## config.mk

```make
export PLATFORM = sky130hd
export DESIGN_NAME = reset_sequencer
export DESIGN_NICKNAME = d
export VERILOG_FILES = /design/src/rtl/reset_sequencer_lsb.sv /design/src/rtl/reset_sequencer.sv
export SDC_FILE = /design/constraint.sdc
export NUM_CORES = 1
export LEC_CHECK = 0
export CAP_MARGIN = 15
export CELL_PAD_IN_SITES_DETAIL_PLACEMENT = 1
export CELL_PAD_IN_SITES_GLOBAL_PLACEMENT = 1
export CORE_UTILIZATION = 44
export DETAILED_ROUTE_END_ITERATION = 12
export PLACE_DENSITY = 0.84
export SLEW_MARGIN = 20
export SYNTH_ARGS = -nofsm -noshare
export SYNTH_HDL_FRONTEND = slang
export SYNTH_HIERARCHICAL = 1
export SYNTH_SLANG_ARGS = --single-unit
```

## constraint.sdc

```tcl
create_clock -name clk -period 3.9 [get_ports clk]
set_clock_uncertainty 0.05 [all_clocks]
set_input_delay 0.78 -clock clk [delete_from_list [all_inputs] [get_ports clk]]
set_output_delay 0.78 -clock clk [all_outputs]
set_load 0.01 [all_outputs]
```

## src/rtl/reset_sequencer_lsb.sv

```systemverilog
// Priority encoder: reports whether any request bit is set and the index of the lowest one.
// Purely combinational, zero latency.
// No flow control; the result follows the request vector directly.
module lowest_set_bit #(
    parameter  int W  = 4,
    localparam int IW = (W > 1) ? $clog2(W) : 1
) (
    input  logic [W-1:0]  req,
    output logic          vld,
    output logic [IW-1:0] idx
);

    always_comb begin
        vld = |req;
        idx = '0;
        // Scan from the top down so the lowest set bit is written last and wins.
        for (int i = W - 1; i >= 0; i--) begin
            if (req[i]) idx = IW'(i);
        end
    end

endmodule

```

## src/rtl/reset_sequencer.sv

```systemverilog
// Staged reset controller: releases STAGES reset domains in order, holding each for LENGTH cycles and waiting for its ready.
// Latency: first release LENGTH edges after reset_in drops; each later release comes at least LENGTH+1 edges after the previous one.
// No backpressure: restart_req is a level sampled every edge, and a timeout bounds every wait on ready.
module reset_sequencer #(
    parameter  int STAGES  = 4,
    parameter  int LENGTH  = 7,
    parameter  int TIMEOUT = 255,
    localparam int SW      = (STAGES > 1) ? $clog2(STAGES) : 1
) (
    input  logic              clk,
    input  logic              reset_in,
    input  logic [STAGES-1:0] restart_req,
    input  logic [STAGES-1:0] ready,
    output logic [STAGES-1:0] reset_out,
    output logic              busy,
    output logic              fault,
    output logic [SW-1:0]     fault_stage
);

    typedef enum logic [1:0] {
        ST_HOLD,
        ST_WAIT,
        ST_DONE
    } state_t;

    localparam int MAXV = (LENGTH > TIMEOUT) ? LENGTH : TIMEOUT;
    localparam int CW   = (MAXV > 1) ? $clog2(MAXV) : 1;

    localparam logic [CW-1:0] LEN_LAST   = CW'(LENGTH - 1);
    localparam logic [CW-1:0] TO_LAST    = CW'((TIMEOUT > 0) ? TIMEOUT - 1 : 0);
    localparam logic [SW-1:0] LAST_STAGE = SW'(STAGES - 1);

    state_t              state_q, state_d;
    logic [SW-1:0]       stage_q, stage_d;
    logic [CW-1:0]       cnt_q, cnt_d;
    logic [STAGES-1:0]   rst_d;
    logic                busy_d;
    logic                fault_d;
    logic [SW-1:0]       fstage_d;
    logic                advance;

    logic                rr_vld;
    logic [SW-1:0]       rr_idx;

    lowest_set_bit #(
        .W (STAGES)
    ) u_restart_pick (
        .req (restart_req),
        .vld (rr_vld),
        .idx (rr_idx)
    );

    always_ff @(posedge clk or posedge reset_in) begin
        if (reset_in) begin
            state_q     <= ST_HOLD;
            stage_q     <= '0;
            cnt_q       <= '0;
            reset_out   <= '1;
            busy        <= 1'b1;
            fault       <= 1'b0;
            fault_stage <= '0;
        end else begin
            state_q     <= state_d;
            stage_q     <= stage_d;
            cnt_q       <= cnt_d;
            reset_out   <= rst_d;
            busy        <= busy_d;
            fault       <= fault_d;
            fault_stage <= fstage_d;
        end
    end

    always_comb begin
        state_d  = state_q;
        stage_d  = stage_q;
        cnt_d    = cnt_q;
        rst_d    = reset_out;
        busy_d   = busy;
        fault_d  = fault;
        fstage_d = fault_stage;
        advance  = 1'b0;

        // A restart aimed above the current stage is dropped: those domains are still held anyway.
        if (rr_vld && (state_q == ST_DONE || rr_idx <= stage_q)) begin
            for (int j = 0; j < STAGES; j++) begin
                if (j >= int'(rr_idx)) rst_d[j] = 1'b1;
            end
            stage_d = rr_idx;
            cnt_d   = '0;
            state_d = ST_HOLD;
            busy_d  = 1'b1;
        end else begin
            case (state_q)
                ST_HOLD: begin
                    if (cnt_q == LEN_LAST) begin
                        rst_d[stage_q] = 1'b0;
                        cnt_d          = '0;
                        state_d        = ST_WAIT;
                    end else begin
                        cnt_d = cnt_q + CW'(1);
                    end
                end
                ST_WAIT: begin
                    if (TIMEOUT == 0 || ready[stage_q]) begin
                        advance = 1'b1;
                    end else if (cnt_q == TO_LAST) begin
                        fault_d  = 1'b1;
                        fstage_d = stage_q;
                        advance  = 1'b1;
                    end else begin
                        cnt_d = cnt_q + CW'(1);
                    end
                end
                default: begin
                end
            endcase

            if (advance) begin
                cnt_d = '0;
                if (stage_q == LAST_STAGE) begin
                    state_d = ST_DONE;
                    busy_d  = 1'b0;
                end else begin
                    stage_d = stage_q + SW'(1);
                    state_d = ST_HOLD;
                end
            end
        end
    end

endmodule

```

==> flow_summary.rst <==
.. list-table::
   :header-rows: 1

   * - Metric
     - Value
   * - Fraction of the yosys area taken by sequential cells
     - 0.410
   * - Flip-flop cell with the highest count after synthesis
     - sky130_fd_sc_hd__dfrtp_1
   * - Leak pwr
     - 0.000646 uW
   * - Period Utilization, post-route
     - 0.742
   * - Number of enable flip-flop cells after synthesis
     - 0
   * - Power per cell area
     - 450 nW/um^2
   * - Initial antenna violation count
     - 0
   * - Final HPWL DP
     - 2.12 mm
   * - Clock period minus worst slack
     - 2.89 ns
   * - Part of the total power dissipated in sequential elements
     - 0.404
   * - Layout cell share with drive strength beyond 1
     - 0.169
   * - Largest stage delay on the critical path
     - roughly 0.47 ns
   * - Vias post-DR
     - 1052
   * - Worst hold path depth
     - 1
   * - Clock sink count
     - 20
   * - Placement Rows
     - 18
   * - Critical Path RT
     - 4.07 ns
   * - Top cells by area, synth
     - sky130_fd_sc_hd__dfrtp_1 (30%), sky130_fd_sc_hd__dfstp_2 (11%), sky130_fd_sc_hd__ha_1 (8.1%), sky130_fd_sc_hd__nand2_1 (5.2%), sky130_fd_sc_hd__mux2i_1 (3.2%)
   * - Synthesis-stage register bit count
     - 20
   * - Library cells used by synthesis
     - 45
   * - Critical-path maximum fanout
     - 3
   * - Largest net degree at the start of global routing
     - 21
   * - Synthesized netlist cell count
     - 129
   * - Global routing met3 resource utilization
     - 0.0328
   * - Slew @ Worst Pin
     - 0.779 ns
   * - Stages on worst setup path
     - 9
   * - Commonest cells in the synthesized netlist
     - sky130_fd_sc_hd__nand2_1 (17), sky130_fd_sc_hd__dfrtp_1 (15), sky130_fd_sc_hd__inv_1 (9), sky130_fd_sc_hd__ha_1 (8)
   * - Most frequent cell after synthesis
     - sky130_fd_sc_hd__nand2_1
   * - Count of buffers from port buffering
     - 17
   * - Psw
     - between 200 and 250 uW
   * - Post-place instance area
     - 1440 um^2
   * - FF-to-FF path depth
     - 7
   * - Share of synthesized registers carrying an async set or reset
     - 1.00
   * - Number of nets in the layout
     - 167
   * - Busiest grt layer
     - met2
   * - Height of the chip
     - 55.0 um
   * - Area share of the leading cell type in the synthesized netlist
     - 0.303
   * - Worst setup path class
     - in -> reg
   * - Clock tree from TritonCTS
     - built
   * - Die X-Extent
     - between 50 and 60 um
   * - Area of all placed cells without fillers
     - 1490 um^2
   * - Setup TNS after final layout
     - 0 ns
   * - Number of H-tree branching levels
     - 1
   * - Peak ir drop on the vdd network
     - 0.000270 V
   * - Comb pwr share
     - 0.334
   * - Starting density of the core
     - 0.482
   * - # setup viols final
     - 0
   * - Max stage delay cell, worst path
     - sky130_fd_sc_hd__clkdlybuf4s50_1
   * - Endpoint kind of the worst setup timing path
     - register
   * - Drt wl/cell
     - 16.3 um
   * - Final routed wirelength across all metal layers
     - 2.90 mm
   * - Die outline area
     - 3030 um^2
   * - Hold/Removal Path Class
     - reg -> reg
   * - Final Hold Vio Count
     - 0
   * - Post-route DRC violation count
     - 0
   * - Iteration-0 DRC Markers
     - 10
   * - Length of the first detailed-routing pass in iterations
     - 4
   * - FF+latch area
     - 507 um^2
   * - Filler instances
     - 290
   * - Net count of the mapped netlist
     - 147
   * - Global-route wire length before repair
     - about 4.7 mm
   * - Kind of start point of the critical path
     - input pin
   * - Switch share
     - 0.360
   * - CP top delay family
     - simple AND/OR/NAND/NOR gates
   * - Post-synthesis area per instance
     - roughly 9.6 um^2
   * - Met1 Usage GRT
     - 0.249
   * - Number of buffers inserted to repair setup after CTS
     - 0
   * - Cell area after synthesis
     - 1240 um^2
   * - Sum of buffers and inverters on the critical path
     - 1
   * - Area leader, netlist
     - sky130_fd_sc_hd__dfrtp_1
   * - Overflow left after global routing
     - 0
   * - Via count of the first global-routing pass
     - approximately 1000
   * - Number of gates resized after CTS
     - 0
   * - Chain of cells forming the critical path
     - clkdlybuf4s50_1, nor2_1, nor3_1, ha_1, nand2_1, o21ai_2, o21a_1, nor3_1, mux2_2
   * - GP Congestion
     - approximately 0.8
   * - CTS Buf Count
     - 3
   * - Pins Over Slew Limit
     - 0
   * - Final antenna-violating net count
     - 0
   * - Highest achievable clock rate
     - 346 MHz
   * - Boundary pin count
     - 18
   * - Max Cap Violations
     - 0
   * - Data arrival time of the critical path
     - between 3 and 4 ns
   * - Relative slew slack
     - 0.480
   * - Int Pwr
     - around 430 uW
   * - Routed vias/inst
     - between 5 and 6
   * - Inserted Diodes
     - 0
   * - RSZ-0062 raised after global routing
     - no
   * - Clock-pin slew on the worst setup and hold paths
     - 0.13 ns
   * - GRT Resource Usage Total
     - 0.220
   * - Max Root-Sink Buffers
     - 2
   * - Power consumption
     - 672 uW
   * - Layout overhead on the synthesized area
     - 20.7%
   * - Number of buffers inserted for hold repair after clock tree synthesis
     - 0
   * - Most frequent cell on the critical path
     - sky130_fd_sc_hd__nor3_1
   * - Clk pwr share
     - 0.263
   * - Warnings from Yosys
     - 6
   * - Clock root buffer
     - sky130_fd_sc_hd__clkbuf_4
   * - Clock network latency to the later pin of the worst-skew pair
     - ~0.32 ns
   * - Core area
     - 2570 um^2
   * - Result of the run
     - finished, final reports clean
   * - GR Util met2
     - 0.414
   * - Multi-input gate area in the final layout
     - 686 um^2
worst register-to-register path, stage by stage, from the launching register on:
cell	delay (ns)
sky130_fd_sc_hd__dfrtp_1	0.52
sky130_fd_sc_hd__inv_1	0.15
sky130_fd_sc_hd__ha_1	0.33
sky130_fd_sc_hd__nand2_1	0.08
sky130_fd_sc_hd__o21ai_2	0.06
sky130_fd_sc_hd__o21a_1	0.21
sky130_fd_sc_hd__nor3_1	0.38
sky130_fd_sc_hd__mux2_2	0.39
stage by stage:
| step | cells | util | worst slack, ns | hold slack (ns) |
|---|---|---|---|---|
| final | 178 | 0.582 | 1.01 | 0.433 |
| after floorplan | 129 | - | 1.33 | 0.460 |
| after CTS | 178 | 0.582 | 0.989 | 0.442 |
| after detailed placement | 174 | 0.561 | 0.676 | 0.411 |
| after global placement | 174 | 0.561 | 0.804 | 0.419 |
| after global routing | 178 | 0.582 | 0.865 | 0.463 |
cell type report:
type / instances / share of cell area
multi-input combinational: 97 / 0.459
sequential: 20 / 0.339
timing repair buffer: 18 / 0.119
tap: 30 / 0.0251
inverter: 9 / 0.0226
clock inverter: 1 / 0.0201
clock buffer: 3 / 0.0151
cell usage in the layout (no fill, tap or decap), types with 2 or more instances in the layout:
master	n
sky130_fd_sc_hd__nand2_1	17
sky130_fd_sc_hd__clkdlybuf4s50_1	17
sky130_fd_sc_hd__dfrtp_1	15
sky130_fd_sc_hd__inv_1	9
sky130_fd_sc_hd__ha_1	8
sky130_fd_sc_hd__a21oi_1	5
sky130_fd_sc_hd__dfstp_2	5
sky130_fd_sc_hd__o21ai_1	4
sky130_fd_sc_hd__mux2i_1	4
sky130_fd_sc_hd__or3_1	4
sky130_fd_sc_hd__a31oi_1	4
sky130_fd_sc_hd__nand3_1	4
sky130_fd_sc_hd__nor2_1	4
sky130_fd_sc_hd__or3b_1	3
sky130_fd_sc_hd__nor3_1	3
sky130_fd_sc_hd__clkbuf_4	3
sky130_fd_sc_hd__and2_1	2
sky130_fd_sc_hd__a31o_1	2
sky130_fd_sc_hd__nand4_1	2
sky130_fd_sc_hd__or2_1	2
sky130_fd_sc_hd__a21oi_2	2
sky130_fd_sc_hd__mux2_2	2
sky130_fd_sc_hd__a21o_1	2
sky130_fd_sc_hd__a2bb2oi_1	2
cells by family after synthesis:
group	share of synthesized area
buf+inv	0.0364
compound gates	0.168
mux	0.0506
fa+ha+maj	0.0809
simple gates	0.248
flops	0.410
xor+xnor	0.00708
state kept, by name (all words and copies together) (netlist names):
register     cells
busy             1
fault            1
stage_q          2
cnt_q            8
fault_stage      2
state_q          2
reset_out        4
power groups by stage:
stage,logic [uW],clock network [uW],registers (uW)
after floorplan,169,0,258
after global placement,220,0,274
after detailed placement,225,0,276
after CTS,228,182,272
after global routing,255,187,277
final,224,176,271
path summary, 6_finish.rpt:
kind / slack [ns] / start / to
max: 1.01 / restart_req[3] / fault_stage[0]
min: 0.43 / fault / fault
max reg2reg: 1.65 / stage_q[1] / fault_stage[0]
min reg2reg: 0.43 / fault / fault
max in group asynchronous: 2.47 / reset_in / cnt_q[2]
min in group asynchronous: 0.84 / reset_in / cnt_q[6]
routing by layer:
| metal | part of all wire | vias up |
|---|---|---|
| met5 | 0 | - |
| met4 | 0.014 | 0 |
| met3 | 0.014 | 5 |
| met2 | 0.54 | 11 |
| met1 | 0.43 | 535 |
| li1 | - | 501 |
(Power assumes the default switching activity.)
